### src/rtl/posit_encoder_pipe.sv
// Two-stage posit packer: builds the regime run and the kept/guard/sticky split in stage 1,
// then rounds to nearest even, applies saturation and special values, and negates in stage 2.
module posit_encoder_pipe #(
  parameter int N  = 8,
  parameter int ES = 1,
  parameter int RS = $clog2(N),
  parameter int FW = N - 3
) (
  input  logic          clk,
  input  logic          reset,
  input  logic          in_valid,
  output logic          in_ready,
  input  logic          in_sign,
  input  logic          in_zero,
  input  logic          in_nar,
  input  logic [RS:0]   in_k,
  input  logic [ES-1:0] in_exp,
  input  logic [FW-1:0] in_frac,
  input  logic          in_sticky,
  output logic          out_valid,
  input  logic          out_ready,
  output logic [N-1:0]  out_posit
);
  // Body is wide enough that the longest unsaturated regime plus exp/frac never falls off the end.
  localparam int BW = N + 1 + ES + FW;
  localparam int TW = BW - N;

  typedef struct packed {
    logic         sign;
    logic         zero;
    logic         nar;
    logic         sat_hi;
    logic         sat_lo;
    logic         guard;
    logic         sticky;
    logic [N-2:0] keep;
  } s1_t;

  logic         s1_valid, s2_valid, adv2;
  s1_t          s1_d, s1_q;
  logic [N-1:0] res;

  assign adv2      = !s2_valid || out_ready;
  assign in_ready  = !s1_valid || adv2;
  assign out_valid = s2_valid;

  logic          k_neg;
  logic [RS:0]   kmag;
  logic [RS+1:0] rlen, ones_sh;
  logic [BW-1:0] regime, tail, body;
  int            kval;

  always_comb begin
    s1_d    = '0;
    kval    = int'($signed(in_k));
    k_neg   = in_k[RS];
    kmag    = k_neg ? (~in_k + (RS+1)'(1)) : in_k;
    rlen    = {1'b0, kmag} + (k_neg ? (RS+2)'(1) : (RS+2)'(2));
    ones_sh = {1'b0, kmag} + (RS+2)'(1);
    // k>=0: k+1 ones with an implicit terminating zero; k<0: -k zeros then a one.
    regime  = k_neg ? ({1'b1, {(BW-1){1'b0}}} >> kmag) : ~({BW{1'b1}} >> ones_sh);
    tail    = {in_exp, in_frac, {(BW-ES-FW){1'b0}}} >> rlen;
    body    = regime | tail;

    s1_d.sign   = in_sign;
    s1_d.zero   = in_zero;
    s1_d.nar    = in_nar;
    s1_d.sat_hi = kval >= (N - 2);
    s1_d.sat_lo = kval <= -(N - 2);
    s1_d.keep   = body[BW-1 -: N-1];
    s1_d.guard  = body[TW];
    s1_d.sticky = (|body[TW-1:0]) | in_sticky;
  end

  logic         rup;
  logic [N-1:0] sum;
  logic [N-2:0] mag;
  logic [N-1:0] word;

  always_comb begin
    rup = s1_q.guard && (s1_q.keep[0] || s1_q.sticky);
    sum = {1'b0, s1_q.keep} + N'(rup);
    mag = sum[N-1] ? '1 : sum[N-2:0];
    // A nonzero value never rounds down to zero.
    if (mag == '0)
      mag = {{(N-2){1'b0}}, 1'b1};

    if (s1_q.nar)
      word = {1'b1, {(N-1){1'b0}}};
    else if (s1_q.zero)
      word = '0;
    else if (s1_q.sat_hi)
      word = {1'b0, {(N-1){1'b1}}};
    else if (s1_q.sat_lo)
      word = {{(N-1){1'b0}}, 1'b1};
    else
      word = {1'b0, mag};

    res = (s1_q.sign && !s1_q.zero && !s1_q.nar) ? (~word + N'(1)) : word;
  end

  always_ff @(posedge clk) begin
    if (reset) begin
      s1_valid  <= 1'b0;
      s2_valid  <= 1'b0;
      s1_q      <= '0;
      out_posit <= '0;
    end else begin
      if (in_ready) begin
        s1_valid <= in_valid;
        if (in_valid)
          s1_q <= s1_d;
      end
      if (adv2) begin
        s2_valid <= s1_valid;
        if (s1_valid)
          out_posit <= res;
      end
    end
  end
endmodule

### config.mk
export PLATFORM = sky130hd
export DESIGN_NAME = posit_encoder_pipe
export DESIGN_NICKNAME = d
export VERILOG_FILES = /design/src/rtl/posit_encoder_pipe.sv
export SDC_FILE = /design/constraint.sdc
export NUM_CORES = 1
export LEC_CHECK = 0
export CAP_MARGIN = 40
export CORE_ASPECT_RATIO = 1.2
export CORE_MARGIN = 4
export CORE_UTILIZATION = 25
export CTS_BUF_LIST = sky130_fd_sc_hd__clkbuf_4 sky130_fd_sc_hd__clkbuf_8 sky130_fd_sc_hd__clkbuf_16
export CTS_CLUSTER_SIZE = 40
export DETAILED_ROUTE_END_ITERATION = 10
export PLACE_DENSITY = 0.47
export SYNTH_ARGS = -nofsm -noshare
export SYNTH_HDL_FRONTEND = slang
export SYNTH_SLANG_ARGS = --single-unit
### constraint.sdc
create_clock -name clk -period 3 [get_ports clk]
set_clock_uncertainty 0.2 [all_clocks]
set_input_delay 0.45 -clock clk [delete_from_list [all_inputs] [get_ports clk]]
set_output_delay 0.45 -clock clk [all_outputs]
set_load 0.005 [all_outputs]
; Yosys cells after proc, flatten, opt, wreduce, memory -nomap -nowiden
; Cells that the tools add are included.
[op_classes]
addsub = 5
n_lt_le_gt_ge = 2
n_shift = 3
mux = 10
n_bitwise = 5
reduce_logical = 14
[ops]
columns = op, count
row1 = two-way mux 7 bit, 5
row2 = two-way mux 8 bit, 2
row3 = two-way mux 15 bit, 1
row4 = inverter 15 bit, 1
row5 = bitwise OR 15 bit, 1
row6 = "right shift 15 x 4 -> 15 bit, first input constant", 1
row7 = right shift 15 x 5 -> 15 bit, 1
row8 = "right shift 15 x 5 -> 15 bit, first input constant", 1
row9 = adder 7 x 1 -> 8 bit, 1
row10 = "adder 8 x 1 -> 8 bit, second input constant", 1
row11 = inverter 8 bit, 1
row12 = zero test 7 bit, 1
row13 = OR reduction 7 bit, 1
row14 = "adder 4 x 1 -> 5 bit, second input constant", 1
row15 = adder 4 x 2 -> 5 bit, 1
row16 = "adder 4 x 1 -> 4 bit, second input constant", 1
row17 = ">= comparator 4 bit, second input constant", 1
row18 = "less-or-equal comparator 4 bit, second input constant", 1
row19 = zero test 1 bit, 4
row20 = two-way mux 4 bit, 1
row21 = inverter 4 bit, 1
row22 = AND reduction 2 bit, 2
row23 = logical AND 1 bit, 3
row24 = logical OR 1 bit, 3
row25 = 2 further kinds, 2
[totals]
ff_bits = 24
inputBits = 18
out_inout_bits = 10
wordCells = 50

; Depth between registers and ports, before layout
[depth]
word_depth = 13
depth_mapped = 12
ltp_nobuf = 11

; Worst setup path before layout
; No wires, ideal clock.
[synth_path]
path_type = input to register
start = input in_k[1]
end = register s1_q[5] (netlist bit)
setup_time_ps = 95
arrival_time_ps = 2310
required_time_ps = 2705
setup_slack_ps = 395
cell_stages = 8
n_path_buf = 1
cell_sequence = buf_2 inv_1 ha_1 and2_1 o21ai_1 nand2_1 or4_1 a221oi_1
[synth_between]
elab_chain_len = 8
word_cells_on_any_way = 11
cone_classes = 3 x add/sub / 3 x shift / 2 x mux / 3 x bitwise
[synth_lines]
columns = item, line
row1 = from (decl), 16  ; input logic [RS:0] in_k,
row2 = inverter 4 bit, 57  ; kmag = k_neg ? (~in_k + (RS+1)'(1)) : in_k;
row3 = adder 4 x 1 -> 4 bit, 57
row4 = two-way mux 4 bit *, 57
row5 = adder 4 x 1 -> 5 bit, 59  ; ones_sh = {1'b0, kmag} + (RS+2)'(1);
row6 = right shift 15 x 5 -> 15 bit, 61  ; regime = k_neg ? ({1'b1, {(BW-1){1'b0}}} >> kmag) : ~({BW{1'b1}} >> ones_sh);
row7 = inverter 15 bit, 61
row8 = two-way mux 15 bit, 61
row9 = bitwise OR 15 bit *, 63  ; body = regime | tail;
row10 = to (signal assigned), 106  ; s1_q <= '0;
row11 = to (signal assigned), 112  ; s1_q <= s1_d;
row12 = to (decl), 40  ; s1_t s1_d, s1_q;
; Mark *: on every way between the ends. The rest lies on a longest branch, timed or not.
; A chain may end at the register's enable or synchronous reset.

; Worst setup path in the final report
[layout_path]
start = input in_k[0]
end = register s1_q[5] (netlist bit)
; The elaborated chain is that of the path after synthesis.

==> results.json <==
{
  "outcome": "complete, no violations",
  "vias_per_cell": 5.23,
  "fin_crit_sh_pct": 89.9,
  "post-synth-top-area-cell": "dfxtp_1",
  "synth_area_per_cell_um2": 7.09,
  "clk_latency_ps": 270,
  "cts_htree_levels": 1,
  "synth_fp_nets": 313,
  "fin_ws_ps": 303,
  "coreArea_um2": 7790,
  "hold_path.class": "reg -> reg",
  "postLayoutCellArea_um2": 2560,
  "cts_tree": "done",
  "synth_edf_count": 0,
  "ys_warn_count": 0,
  "synth.distinct_cells": 60,
  "cts_resized": 0,
  "nFillCells": 865,
  "maxSlewViolCount": 0,
  "post_dp_cell_area_um2": 2490,
  "grt_pass1_vias": 2018,
  "end_kind": "flop",
  "ys_seq_elements": 24,
  "grt_pass1_wl_um": 9290,
  "path_class": "in -> reg",
  "async_flop_share_pct": 0,
  "antenna_found_initial": 0,
  "place_ws_ps": 9.49,
  "post-cts-setup-buffer-count": 0,
  "min_period_ps": 2700,
  "regToRegSetupSlack_ps": 300,
  "crit_family": "simple AND/OR/NAND/NOR gates",
  "grt_max_degree": 21,
  "slowest_stage": "or4_1",
  "slew_headroom_pct": 62.6,
  "nets": 345,
  "firstDrtPassIters": 5,
  "vias": 2143,
  "netlist_instances": 287,
  "holdBufCountCts": 0,
  "ios": 28,
  "area_delta_synth_final_pct": 25.9,
  "synthFlopType": "dfxtp_1",
  "wl_per_cell_um": 13.5,
  "slowest_delay_ps": 500,
  "p_per_area_nw_per_um2": 389,
  "peakVddDrop_mv": 0.174,
  "setup-violations-final": 0,
  "hpwl_um": 4400,
  "gp_congestion": 0.824,
  "layout-drive-gt1-share_pct": 10.7,
  "cp.required_ps": 2980,
  "drv_cap": 0,
  "ant_nets": 0,
  "finalSetupTns_ps": 0,
  "die_area_um2": 9660,
  "cp_cell_sequence": "clkdlybuf4s50_1 -> inv_1 -> ha_1 -> and2_1 -> o21ai_1 -> nand2_1 -> or4_1 -> a221oi_1",
  "finalHoldViolations": 0,
  "cts_buffers": 3,
  "portBuffers": 27,
  "yosysSeqAreaShare_pct": 23.6,
  "die_y_um": 107,
  "worst-path-buf-inv": 2,
  "routed_wl_um": 5520,
  "synth_area_um2": 2040,
  "clock-sinks": 24,
  "cp.arrival_ps": 2680,
  "rows": 35,
  "cp-start-kind": "input pin",
  "rsz0062_at_grt": "no",
  "max_freq_ghz": 0.371,
  "clock_path_buffers": 2,
  "cts_root_buf": "clkbuf_8",
  "yosys-top-cells-area": "dfxtp_1 24%, a21oi_1 6.9%, nand2_1 5.9%",
  "worst_slew_pin_slew_ps": 560,
  "crit_fanout": 5,
  "n_antenna_cell": 0,
  "start_util_pct": 26.1,
  "power.total_mw": 0.996,
  "drtIter0Drc": 56,
  "clk_pin_slew_ps": 100,
  "grt_overflow": 0,
  "p_leak_nw": 0.990,
  "die_w_um": 90.4,
  "synth_top_area_share_pct": 23.6,
  "grt_use_total_pct": 11.3,
  "drc": 0
}
layout make-up:
type | instances | area [µm²] | area share (%)
Tap cell | 92 | 115 | 4.49
Multi-Input combinational cell | 231 | 1420 | 55.3
Clock buffer | 3 | 41.3 | 1.61
Clock inverter | 1 | 30.0 | 1.17
Inverter | 12 | 45.0 | 1.76
Timing Repair Buffer | 47 | 433 | 16.9
Sequential cell | 24 | 480 | 18.7
final timing paths:
check,cells past startpoint,from,endpoint
max,8,in_k[0],s1_q[5]
min,2,out_posit[0],out_posit[0]
max reg2reg,11,s1_q[0],out_posit[4]
min reg2reg,2,out_posit[0],out_posit[0]
worst register-to-register path: stages, from the launching register on:
cell	delay (ps)
dfxtp_1	350
o21a_1	200
ha_1	270
or2_1	250
o2bb2ai_1	150
nor2b_1	130
o21ai_0	240
ha_1	240
nand2_1	60
o21ai_0	190
xnor2_1	90
o41ai_1	230
registers in the layout (all words and copies together) (netlist names):
register and count:
s1_q 14, s1_valid 1, out_valid 1, out_posit 8
synthesized netlist by cell type, types with 5 or more instances:
| cell type | number |
|---|---|
| nor2_1 | 29 |
| buf_2 | 7 |
| inv_1 | 12 |
| dfxtp_1 | 24 |
| a211oi_1 | 6 |
| mux2i_1 | 6 |
| nand3_1 | 15 |
| nor3_1 | 5 |
| nand2_1 | 32 |
| a21oi_1 | 28 |
| nor2b_1 | 6 |
| o21ai_0 | 16 |
| a311oi_1 | 5 |
| ha_1 | 8 |
| clkbuf_1 | 10 |
power by group:
group          leakage (nW)  internal (mW)  total [mW]  switching, mW
combinational         0.757          0.166       0.336          0.170
clock                0.0357          0.179       0.292          0.114
sequential            0.198          0.341       0.368         0.0275
total                 0.990          0.685       0.996          0.311
through the flow:
stage	util [%]	cells	hold slack, ps
2_1_floorplan	-	287	248
3_3_place_gp	32.0	406	245
3_5_place_dp	32.0	406	249
4_1_cts	32.9	410	263
5_1_grt	32.9	410	282
6_report	32.9	410	261
cells by family after synthesis:
kind of cell | Yosys count | share of synthesized area [%]
buf+inv | 32 | 6.76
fa+ha+maj | 8 | 4.92
mux | 9 | 4.61
compound gates | 87 | 27.5
xor+xnor | 8 | 3.44
simple gates | 119 | 29.1
flops | 24 | 23.6
cell usage in the layout, fill, tap and decap left out, types with 4 or more instances in the layout:
master,n
a211oi_1,6
a21oi_1,28
a311oi_1,5
and2_1,4
buf_4,19
clkdlybuf4s50_1,27
dfxtp_1,24
ha_1,8
inv_1,12
mux2i_1,6
nand2_1,32
nand3_1,15
nor2_1,29
nor2b_1,6
nor3_1,5
o211ai_1,4
o21ai_0,16
xnor2_1,4
xor2_1,4
routing by layer:
| metal | wire [µm] | vias up | GRT usage [%] |
|---|---|---|---|
| met4 | 56 | 0 | 2.63 |
| li1 | - | 1100 | - |
| met5 | 0 | - | 0 |
| met1 | 2500 | 1001 | 13.1 |
| met3 | 133 | 4 | 0.842 |
| met2 | 2830 | 38 | 22.3 |
Power figures use the tool's default switching activity.
